==> src/rtl/lockstep_cmp.sv <==
// -----------------------------------------------------------------------------
// lockstep_cmp
//
// Purpose:
//   Checker stage that sits right after the dual-core lockstep delay register.
//   Lane 0 of each OBI request bus carries the master core (already delayed by
//   NCYCLES), lane 1 carries the live shadow core. The two lanes are compared
//   every cycle once the pipelines have filled. A divergence raises a sticky
//   fault, bumps a saturating mismatch counter and, optionally, records
//   first-fault diagnostics for the safety controller.
//
// Configuration macro:
//   LOCKSTEP_CMP_CAPTURE_EN - when defined, builds the first-fault capture
//                             registers behind fault_chan_o / fault_addr_o.
//                             When undefined, both outputs are tied to zero.
//
// Parameters:
//   NCYCLES - lockstep delay of the upstream stage (ARM window length)
//   CNT_W   - width of the saturating mismatch counter
//
// Ports:
//   clk_i          in   clock
//   rst_i          in   asynchronous active-high reset
//   enable_i       in   lockstep mode enable (shared with the upstream stage)
//   clear_i        in   synchronous clear of fault, counter and capture
//   instr_req_i    in   aligned instruction requests, [0] master, [1] shadow
//   data_req_i     in   aligned data requests, same lane order
//   armed_o        out  high while comparisons are live (CHECK state)
//   fault_o        out  sticky divergence flag (FAULT state)
//   mismatch_cnt_o out  saturating count of mismatching cycles
//   fault_chan_o   out  first-fault channel: bit0 instr, bit1 data
//   fault_addr_o   out  lane-0 address at first fault
// -----------------------------------------------------------------------------

package lockstep_cmp_pkg;

    typedef struct packed {
        logic        req;
        logic        we;
        logic [3:0]  be;
        logic [31:0] addr;
        logic [31:0] wdata;
    } obi_req_t;

endpackage

module lockstep_cmp
    import lockstep_cmp_pkg::*;
#(
    parameter int unsigned NCYCLES = 2,
    parameter int unsigned CNT_W   = 8
) (
    input  logic                 clk_i,
    input  logic                 rst_i,
    input  logic                 enable_i,
    input  logic                 clear_i,
    input  obi_req_t [1:0]       instr_req_i,
    input  obi_req_t [1:0]       data_req_i,
    output logic                 armed_o,
    output logic                 fault_o,
    output logic [CNT_W-1:0]     mismatch_cnt_o,
    output logic [1:0]           fault_chan_o,
    output logic [31:0]          fault_addr_o
);

    localparam int unsigned ARM_W = (NCYCLES < 1) ? 1 : $clog2(NCYCLES + 1);
    localparam logic [ARM_W-1:0] ARM_LOAD = ARM_W'(NCYCLES);

    typedef enum logic [1:0] {
        ST_DISABLED = 2'd0,
        ST_ARM      = 2'd1,
        ST_CHECK    = 2'd2,
        ST_FAULT    = 2'd3
    } state_e;

    state_e            state_q, state_d;
    logic [ARM_W-1:0]  arm_cnt_q, arm_cnt_d;
    logic [CNT_W-1:0]  cnt_q, cnt_d;

    logic mm_instr;
    logic mm_data;
    logic mm;

    // Two lanes disagree if only one requests, or if both request and any
    // field that matters for that request differs. wdata only matters on
    // writes; an idle bus is never a mismatch regardless of stale fields.
    function automatic logic lane_mismatch(input obi_req_t m, input obi_req_t s);
        logic diff;
        diff = (m.req != s.req);
        if (m.req && s.req) begin
            if ((m.addr != s.addr) || (m.we != s.we) || (m.be != s.be)) begin
                diff = 1'b1;
            end
            if (m.we && s.we && (m.wdata != s.wdata)) begin
                diff = 1'b1;
            end
        end
        return diff;
    endfunction

    function automatic logic [CNT_W-1:0] sat_inc(input logic [CNT_W-1:0] v);
        return (&v) ? v : v + CNT_W'(1);
    endfunction

    assign mm_instr = lane_mismatch(instr_req_i[0], instr_req_i[1]);
    assign mm_data  = lane_mismatch(data_req_i[0], data_req_i[1]);
    assign mm       = mm_instr | mm_data;

    // State register
    always_ff @(posedge clk_i or posedge rst_i) begin
        if (rst_i) begin
            state_q   <= ST_DISABLED;
            arm_cnt_q <= '0;
            cnt_q     <= '0;
        end else begin
            state_q   <= state_d;
            arm_cnt_q <= arm_cnt_d;
            cnt_q     <= cnt_d;
        end
    end

    // Next-state logic
    always_comb begin
        state_d   = state_q;
        arm_cnt_d = arm_cnt_q;
        cnt_d     = cnt_q;

        case (state_q)
            ST_DISABLED: begin
                if (enable_i) begin
                    state_d   = ST_ARM;
                    arm_cnt_d = ARM_LOAD;
                end
            end

            ST_ARM: begin
                arm_cnt_d = arm_cnt_q - ARM_W'(1);
                if (!enable_i) begin
                    state_d = ST_DISABLED;
                end else if (arm_cnt_q == ARM_W'(1)) begin
                    state_d = ST_CHECK;
                end
            end

            ST_CHECK: begin
                // Losing enable voids this cycle's comparison: the lanes are
                // no longer guaranteed to be aligned. A clear in the same
                // cycle likewise suppresses the fault.
                if (!enable_i) begin
                    state_d = ST_DISABLED;
                end else if (mm && !clear_i) begin
                    state_d = ST_FAULT;
                    cnt_d   = sat_inc(cnt_q);
                end
            end

            ST_FAULT: begin
                if (clear_i) begin
                    if (enable_i) begin
                        state_d   = ST_ARM;
                        arm_cnt_d = ARM_LOAD;
                    end else begin
                        state_d = ST_DISABLED;
                    end
                end else if (mm) begin
                    cnt_d = sat_inc(cnt_q);
                end
            end

            default: begin
                state_d = ST_DISABLED;
            end
        endcase

        // Clear beats any same-cycle increment.
        if (clear_i) begin
            cnt_d = '0;
        end
    end

    // Outputs are pure state decodes, so they come straight off flops.
    always_comb begin
        armed_o = (state_q == ST_CHECK);
        fault_o = (state_q == ST_FAULT);
    end

    assign mismatch_cnt_o = cnt_q;

`ifdef LOCKSTEP_CMP_CAPTURE_EN
    logic        capture_evt;
    logic [1:0]  chan_q, chan_d;
    logic [31:0] addr_q, addr_d;

    // Same condition as the CHECK->FAULT transition above.
    assign capture_evt = (state_q == ST_CHECK) && enable_i && mm && !clear_i;

    always_comb begin
        chan_d = chan_q;
        addr_d = addr_q;
        if (clear_i) begin
            chan_d = '0;
            addr_d = '0;
        end else if (capture_evt) begin
            chan_d = {mm_data, mm_instr};
            addr_d = mm_data ? data_req_i[0].addr : instr_req_i[0].addr;
        end
    end

    always_ff @(posedge clk_i or posedge rst_i) begin
        if (rst_i) begin
            chan_q <= '0;
            addr_q <= '0;
        end else begin
            chan_q <= chan_d;
            addr_q <= addr_d;
        end
    end

    assign fault_chan_o = chan_q;
    assign fault_addr_o = addr_q;
`else
    assign fault_chan_o = '0;
    assign fault_addr_o = '0;
`endif

endmodule

==> config.mk <==
export PLATFORM = sky130hd
export DESIGN_NAME = lockstep_cmp
export DESIGN_NICKNAME = d
export VERILOG_FILES = /design/src/rtl/lockstep_cmp.sv
export SDC_FILE = /design/constraint.sdc
export NUM_CORES = 1
export LEC_CHECK = 0
export ABC_CLOCK_PERIOD_IN_PS = 1600
export CAP_MARGIN = 30
export CORE_AREA = 2 2 128 130
export CTS_BUF_LIST = sky130_fd_sc_hd__clkbuf_8 sky130_fd_sc_hd__clkbuf_16
export DETAILED_ROUTE_END_ITERATION = 8
export DIE_AREA = 0 0 130 132
export PLACE_DENSITY = 0.65
export SLEW_MARGIN = 25
export SYNTH_ARGS = -nofsm -noshare
export SYNTH_HDL_FRONTEND = slang
export SYNTH_SLANG_ARGS = --single-unit
==> constraint.sdc <==
create_clock -name clk_i -period 1.6 [get_ports clk_i]
set_clock_uncertainty 0.1 [all_clocks]
set_input_delay 0.32 -clock clk_i [delete_from_list [all_inputs] [get_ports clk_i]]
set_output_delay 0.32 -clock clk_i [all_outputs]
set_load 0.05 [all_outputs]
## After elaboration in Yosys (flattened, before gate mapping)

Index checks and enable logic that the tools add are counted.

- Bits in registers: 12
- Bits of input ports: 284
- Output and inout bits: 44
- Word-level logic and storage cells: 69

- $add $sub $neg: 2
- Equality and inequality tests: 21
- Muxes and demuxes: 23
- Bitwise logic cells: 1
- Reductions and logical operators: 19

Operators by type and width:

| cell | count |
|---|---|
| 32-bit != test | 4 |
| 8-bit two-way mux | 5 |
| 2-bit two-way mux | 8 |
| 8-bit one-hot mux with 2 select lines | 1 |
| 3-bit by 2-bit != test with 1-bit output, second input constant | 3 |
| 8-bit by 1-bit adder with 8-bit output, second input constant | 1 |
| 4-bit != test | 2 |
| 2-bit one-hot mux with 4 select lines | 1 |
| 4-bit AND reduction | 2 |
| 8-bit AND reduction | 1 |
| 1-bit logical AND | 7 |
| 1-bit two-way mux | 7 |
| 3-bit != test, second input constant | 2 |
| 2-bit one-hot mux with 3 select lines | 1 |
| 3-bit nonzero test | 2 |
| 2-bit by 1-bit == test with 1-bit output, second input constant | 2 |
| 2-bit == test, second input constant | 2 |
| 1-bit logical OR | 4 |
| 1-bit != test | 4 |
| 2-bit != test, second input constant | 2 |
| 2-bit zero test | 1 |
| 2-bit AND reduction | 1 |
| 2-bit by 1-bit subtractor with 2-bit output, second input constant | 1 |
| 1-bit zero test | 1 |
| 1-bit OR | 1 |

## Longest topological paths before layout

- Depth after elaboration: 12
- Gate-level depth with buffers: 9
- Gate-level depth less buffers: 8

## Worst setup path before layout

OpenSTA, ideal clock, no wires.

- Path type: input-to-reg
- Start point: in instr_req_i[127] (netlist name)
- End point: reg cnt_q[1], in the netlist mismatch_cnt_o[1]
- Setup time: 0.130 ns
- Data arrival time: 1.871 ns
- Required time: 1.370 ns
- Path slack: -0.501 ns
- Stages: 9
- Path buffers: 1
- Cell sequence: xnor2_1 -> nand4_1 -> nor4_1 -> nand3_1 -> a2111o_1 -> o21ai_2 -> buf_6 -> mux2i_1 -> nor2_1

- Word-level cells in the longest chain between the ends: 10
- Elaborated cells between the ends (all ways): 11
- Classes of those cells: 3 x eq/ne; 3 x mux; 1 x bitwise; 4 x reduce/logical

Ends and longest elaborated chain:

| element | RTL line | RTL |
|---|---|---|
| start: declaration | 57 | `input obi_req_t [1:0] instr_req_i,` |
| 32-bit != test * | 91 | `if ((m.addr != s.addr) \|\| (m.we != s.we) \|\| (m.be != s.be)) begin` |
| 1-bit logical OR * (2 in a row) | 91 |  |
| 1-bit two-way mux * | 91 |  |
| 1-bit two-way mux * | 94 | `if (m.we && s.we && (m.wdata != s.wdata)) begin` |
| 1-bit two-way mux * | 90 | `if (m.req && s.req) begin` |
| 1-bit OR * | 107 | `assign mm = mm_instr \| mm_data;` |
| 1-bit logical AND | 151 | `end else if (mm && !clear_i) begin` |
| 3-bit by 2-bit != test with 1-bit output (no line) | -- |  |
| 4-bit AND reduction (no line) * | -- |  |
| end signal: assignment | 118 | `cnt_q <= cnt_d;` |
| end: declaration | 78 | `logic [CNT_W-1:0] cnt_q, cnt_d;` |

Mark *: on every way between the ends. The rest lies on a longest branch, timed or not.
A chain may end at the register's enable or synchronous reset.

## Worst setup path in the final report

- Start point: in data_req_i[14] (netlist name)
- End point: reg cnt_q[7], in the netlist mismatch_cnt_o[7]

- Word-level cells in the longest chain between the ends: 8
- Elaborated cells between the ends (all ways): 9
- Classes of those cells: 3 x eq/ne; 2 x mux; 1 x bitwise; 3 x reduce/logical

Ends and longest elaborated chain:

| element | RTL line | RTL |
|---|---|---|
| start: declaration | 58 | `input obi_req_t [1:0] data_req_i,` |
| 32-bit != test * | 94 |  |
| 1-bit logical AND * | 94 |  |
| 1-bit two-way mux * | 94 |  |
| 1-bit two-way mux * | 90 |  |
| 1-bit OR * | 107 |  |
| 1-bit logical AND | 151 |  |
| 3-bit by 2-bit != test with 1-bit output (no line) | -- |  |
| 4-bit AND reduction (no line) * | -- |  |

Marked as above.

==> results by group <==
Yosys
  – Complex-gate fraction of the synthesized area: 0.0712
  – Count of different cell masters after synthesis: 36
  – Gate count after technology mapping: approximately 300
  – Proportion of synthesized area in mux cells: 0.00401
  – Post-synthesis adder-cell area fraction: 0.0301
  – Async set-reset flop share out of synthesis: 1.00
  – Syn avg cell area: ~8.3 µm²
  – Yosys warnings: 0
  – Synth Register Bits: 12
  – Simple-gate share of the synthesized area: 0.170
  – Sequential area share after synthesis: 0.120
  – Largest family of logic cells by synthesized area: XOR/XNOR gates
  – Syn Std Cell Area: between 2000 and 2500 µm²
  – EDFF count, synth: 0
  – Most used DFF post-synth: dfrtp_1
  – Post-synthesis xor/xnor area fraction: 0.481

Die
  – Initial Utilization: 0.159
  – Die Span Y: between 100 and 150 µm
  – Die Width: roughly 130 µm
  – CORE AREA: 15700 µm²
  – IO Pins: between 300 and 400
  – DIE AREA: around 17000 µm²
  – Row count: 46

Critical path
  – End of the worst register-to-register path: mismatch_cnt_o[7]$_DFFE_PP0P_
  – Crit path cell chain: clkdlybuf4s50_1 > xor2_1 > nor4_2 > nand4_1 > o21ai_2 > a31oi_4 > o21ai_2 > buf_12 > or3_1 > a21oi_2
  – Worst setup path class: in2reg
  – Crit-path max FO: 14
  – R2r worst-path depth: 7
  – Arr. time, crit path: roughly 2300 ps
  – Setup crit start kind: primary input
  – Worst path required time: 1660 ps
  – R2R Path Start: mismatch_cnt_o[0]$_DFFE_PP0P_
  – CP Capture Type: flip-flop
  – CP max stage delay: around 470 ps
  – Cell mode on critical path: o21ai_2
  – Register-to-register setup slack: -170 ps
  – Crit path max-delay cell type: clkdlybuf4s50_1

STA
  – Tmin final: between 2000 and 2500 ps
  – PnR worst setup slack: -609 ps
  – Highest clock rate: between 400 and 500 MHz
  – Max Slew Vio Count: 0
  – # setup viols final: 9
  – RSZ-0062 raised after global routing: true
  – Setup TNS Final: -4940 ps
  – Period utilization: 1.38
  – Final Hold Vio Count: 0

Detailed routing
  – Drt total wl: 11700 µm
  – DRC viols: 0
  – Drt pass-1 iters: 4
  – ANT nets after route: 0
  – Via Count: between 3000 and 4000
  – Vias/cell: roughly 3.8
  – Iteration-0 DRC Markers: 47
  – WL/cell: 14.1 µm

Clocking
  – Clk_lat worst skew: roughly 240 ps
  – CTS buffer count: 3
  – Clk sinks: 12
  – Root buffer cell: clkbuf_16
  – Maximum clock insertion buffer count: 2
  – Post-CTS Setup Inserts: 0
  – TritonCTS clock tree: yes
  – H-tree Lvls: 1
  – Clk slew on worst S/H paths: about 40 ps
  – Post-cts hold buffer count: 0

Place
  – Port bufs: a little under 300
  – Final RePlAce weighted congestion: about 0.78
  – Hpwl dp: 10700 µm
  – Placed Area: roughly 6000 µm²
  – Placed instance count: about 830

Power
  – Peak VDD IR: roughly 0.36 mV
  – Power per Cell Area: ~460 nW/µm²
  – Power, Total: approximately 2.6 mW
  – Leakage: between 2 and 3 nW

Final layout
  – Area grow syn2layout: 130%
  – Post-Layout Cell Count: just over 800
  – Fillcell total: 1669
  – N_diodes: 0
  – Share of cells above drive strength 1: 0.341
  – Final Cell Area: around 5700 µm²
  – Final Util: 0.366
  – Nets: roughly 910

Global route
  – First-pass GRT wire length: 17000 µm
  – Vias in the first global route: about 3300
  – All-Layer GR Usage: 0.127
  – Largest net degree at the start of global routing: 15
  – GR Overflow Total: 0
  – Initial antenna violation count: 0

Run
  – Max cap viols: 0

Hold path
  – Worst hold path type: in2async

Status
  – Failing checks: negative setup slack
  – Status: finished with violations
==> worst max path at each step <==
stage / startpoint / to / slack, ps
detailed placement: instr_req_i[106] / mismatch_cnt_o[1]$_DFFE_PP0P_ / -1290
global placement: instr_req_i[106] / mismatch_cnt_o[1]$_DFFE_PP0P_ / -1260
floorplan: instr_req_i[96] / mismatch_cnt_o[1]$_DFFE_PP0P_ / -490
finish: data_req_i[14] / mismatch_cnt_o[7]$_DFFE_PP0P_ / -610
global route: data_req_i[14] / mismatch_cnt_o[7]$_DFFE_PP0P_ / -710
CTS: instr_req_i[98] / mismatch_cnt_o[1]$_DFFE_PP0P_ / -690
==> placed cells by master, fill, tap and decap left out, drive strengths merged, types with 2 or more instances in the layout <==
cell type / netlist / routed
nor2b: 2 / 2
conb: 1 / 34
dlygate4sd2: 0 / 34
inv: 7 / 7
ha: 6 / 6
clkdlybuf4s50: 0 / 47
dlymetal6s2s: 0 / 46
clkbuf: 3 / 121
o31a: 2 / 2
o21ai: 8 / 8
clkdlybuf4s15: 0 / 31
nand3: 8 / 8
xor2: 51 / 51
nand2: 4 / 4
dfrtp: 12 / 12
nand4: 24 / 24
nor4: 19 / 19
nor3: 2 / 2
a31oi: 2 / 2
or3: 5 / 5
nor2: 3 / 3
a21oi: 8 / 8
xnor2: 86 / 86
buf: 35 / 38
==> logic make-up (layout without fill, tap and decap cells) <==
| family | after synthesis | count (layout) |
|---|---|---|
| AO/OA/AOI/OAI | 27 | 27 |
| XOR/XNOR | 137 | 137 |
| adder cells (fa/ha/maj) | 6 | 6 |
| buffers and inverters | 45 | 324 |
| flip-flops | 12 | 12 |
| multiplexers | 1 | 1 |
| other | 1 | 34 |
| AND/OR/NAND/NOR | 72 | 72 |
==> area by class of cell <==
| class | instances | area, µm² | area share |
|---|---|---|---|
| timing repair buffer | 314 | 2690 | 0.468 |
| multi-input combinational | 277 | 2390 | 0.415 |
| sequential | 12 | 300 | 0.0523 |
| tap | 216 | 270 | 0.0470 |
| clock buffer | 3 | 75.1 | 0.0131 |
| inverter | 7 | 26.3 | 0.00457 |
==> worst max-delay path, delay by kind of cell <==
kind            cells  cell delay (ps)
buf+inv             2              610
simple gates        3              590
compound gates      4              540
xor+xnor            1              190
==> sequential cells by signal, summed over array words and instances, names as in the netlist <==
| name | count |
|---|---|
| mismatch_cnt_o | 8 |
| arm_cnt_q | 2 |
| state_q | 2 |
==> through the flow <==
| stage | hold WS [ps] | worst slack (ps) |
|---|---|---|
| 2_1_floorplan | 84.7 | -490 |
| 3_3_place_gp | 397 | -1260 |
| 3_5_place_dp | 399 | -1290 |
| 4_1_cts | 330 | -686 |
| 5_1_grt | 366 | -712 |
| 6_report | 312 | -609 |
==> synthesized netlist by cell type, types with 2 or more instances <==
cell,instances,area share
clkbuf_1,3,0.0045
or3_1,5,0.013
nand4_1,24,0.060
ha_1,6,0.030
nor3_1,2,0.0040
o21ai_0,5,0.010
a21oi_1,8,0.016
nor2_1,3,0.0045
buf_4,34,0.10
nor4_1,19,0.048
o31a_1,2,0.0070
xor2_1,51,0.18
inv_1,7,0.011
dfrtp_1,12,0.12
nand2_1,4,0.0060
xnor2_1,86,0.30
a31oi_1,2,0.0050
o21ai_1,2,0.0040
nand3_1,8,0.016
nor2b_1,2,0.0050
==> metal layers <==
metal | part of all wire | vias up | track usage | wire, µm
met1 | 0.36 | 1390 | 0.136 | 4190
met2 | 0.54 | 171 | 0.253 | 6390
met3 | 0.092 | 6 | 0.0304 | 1080
met5 | 0 | - | 0 | 0
met4 | 0.0068 | 0 | 0.0149 | 80
li1 | - | 1602 | - | -
==> where the power goes <==
part           internal (mW)  switching (mW)  total (mW)
clock network          0.325           0.123       0.448
registers              0.356          0.0304       0.386
logic                  0.953           0.846        1.80
==> repair_timing <==
item | 4_1_cts | 5_1_grt
cloned | 0 | 0
setup endpoints to repair | 9 | 11
resized for setup | 292 | 290
pin swaps | 81 | 67
Note: power is estimated with default switching activity, not from simulation.
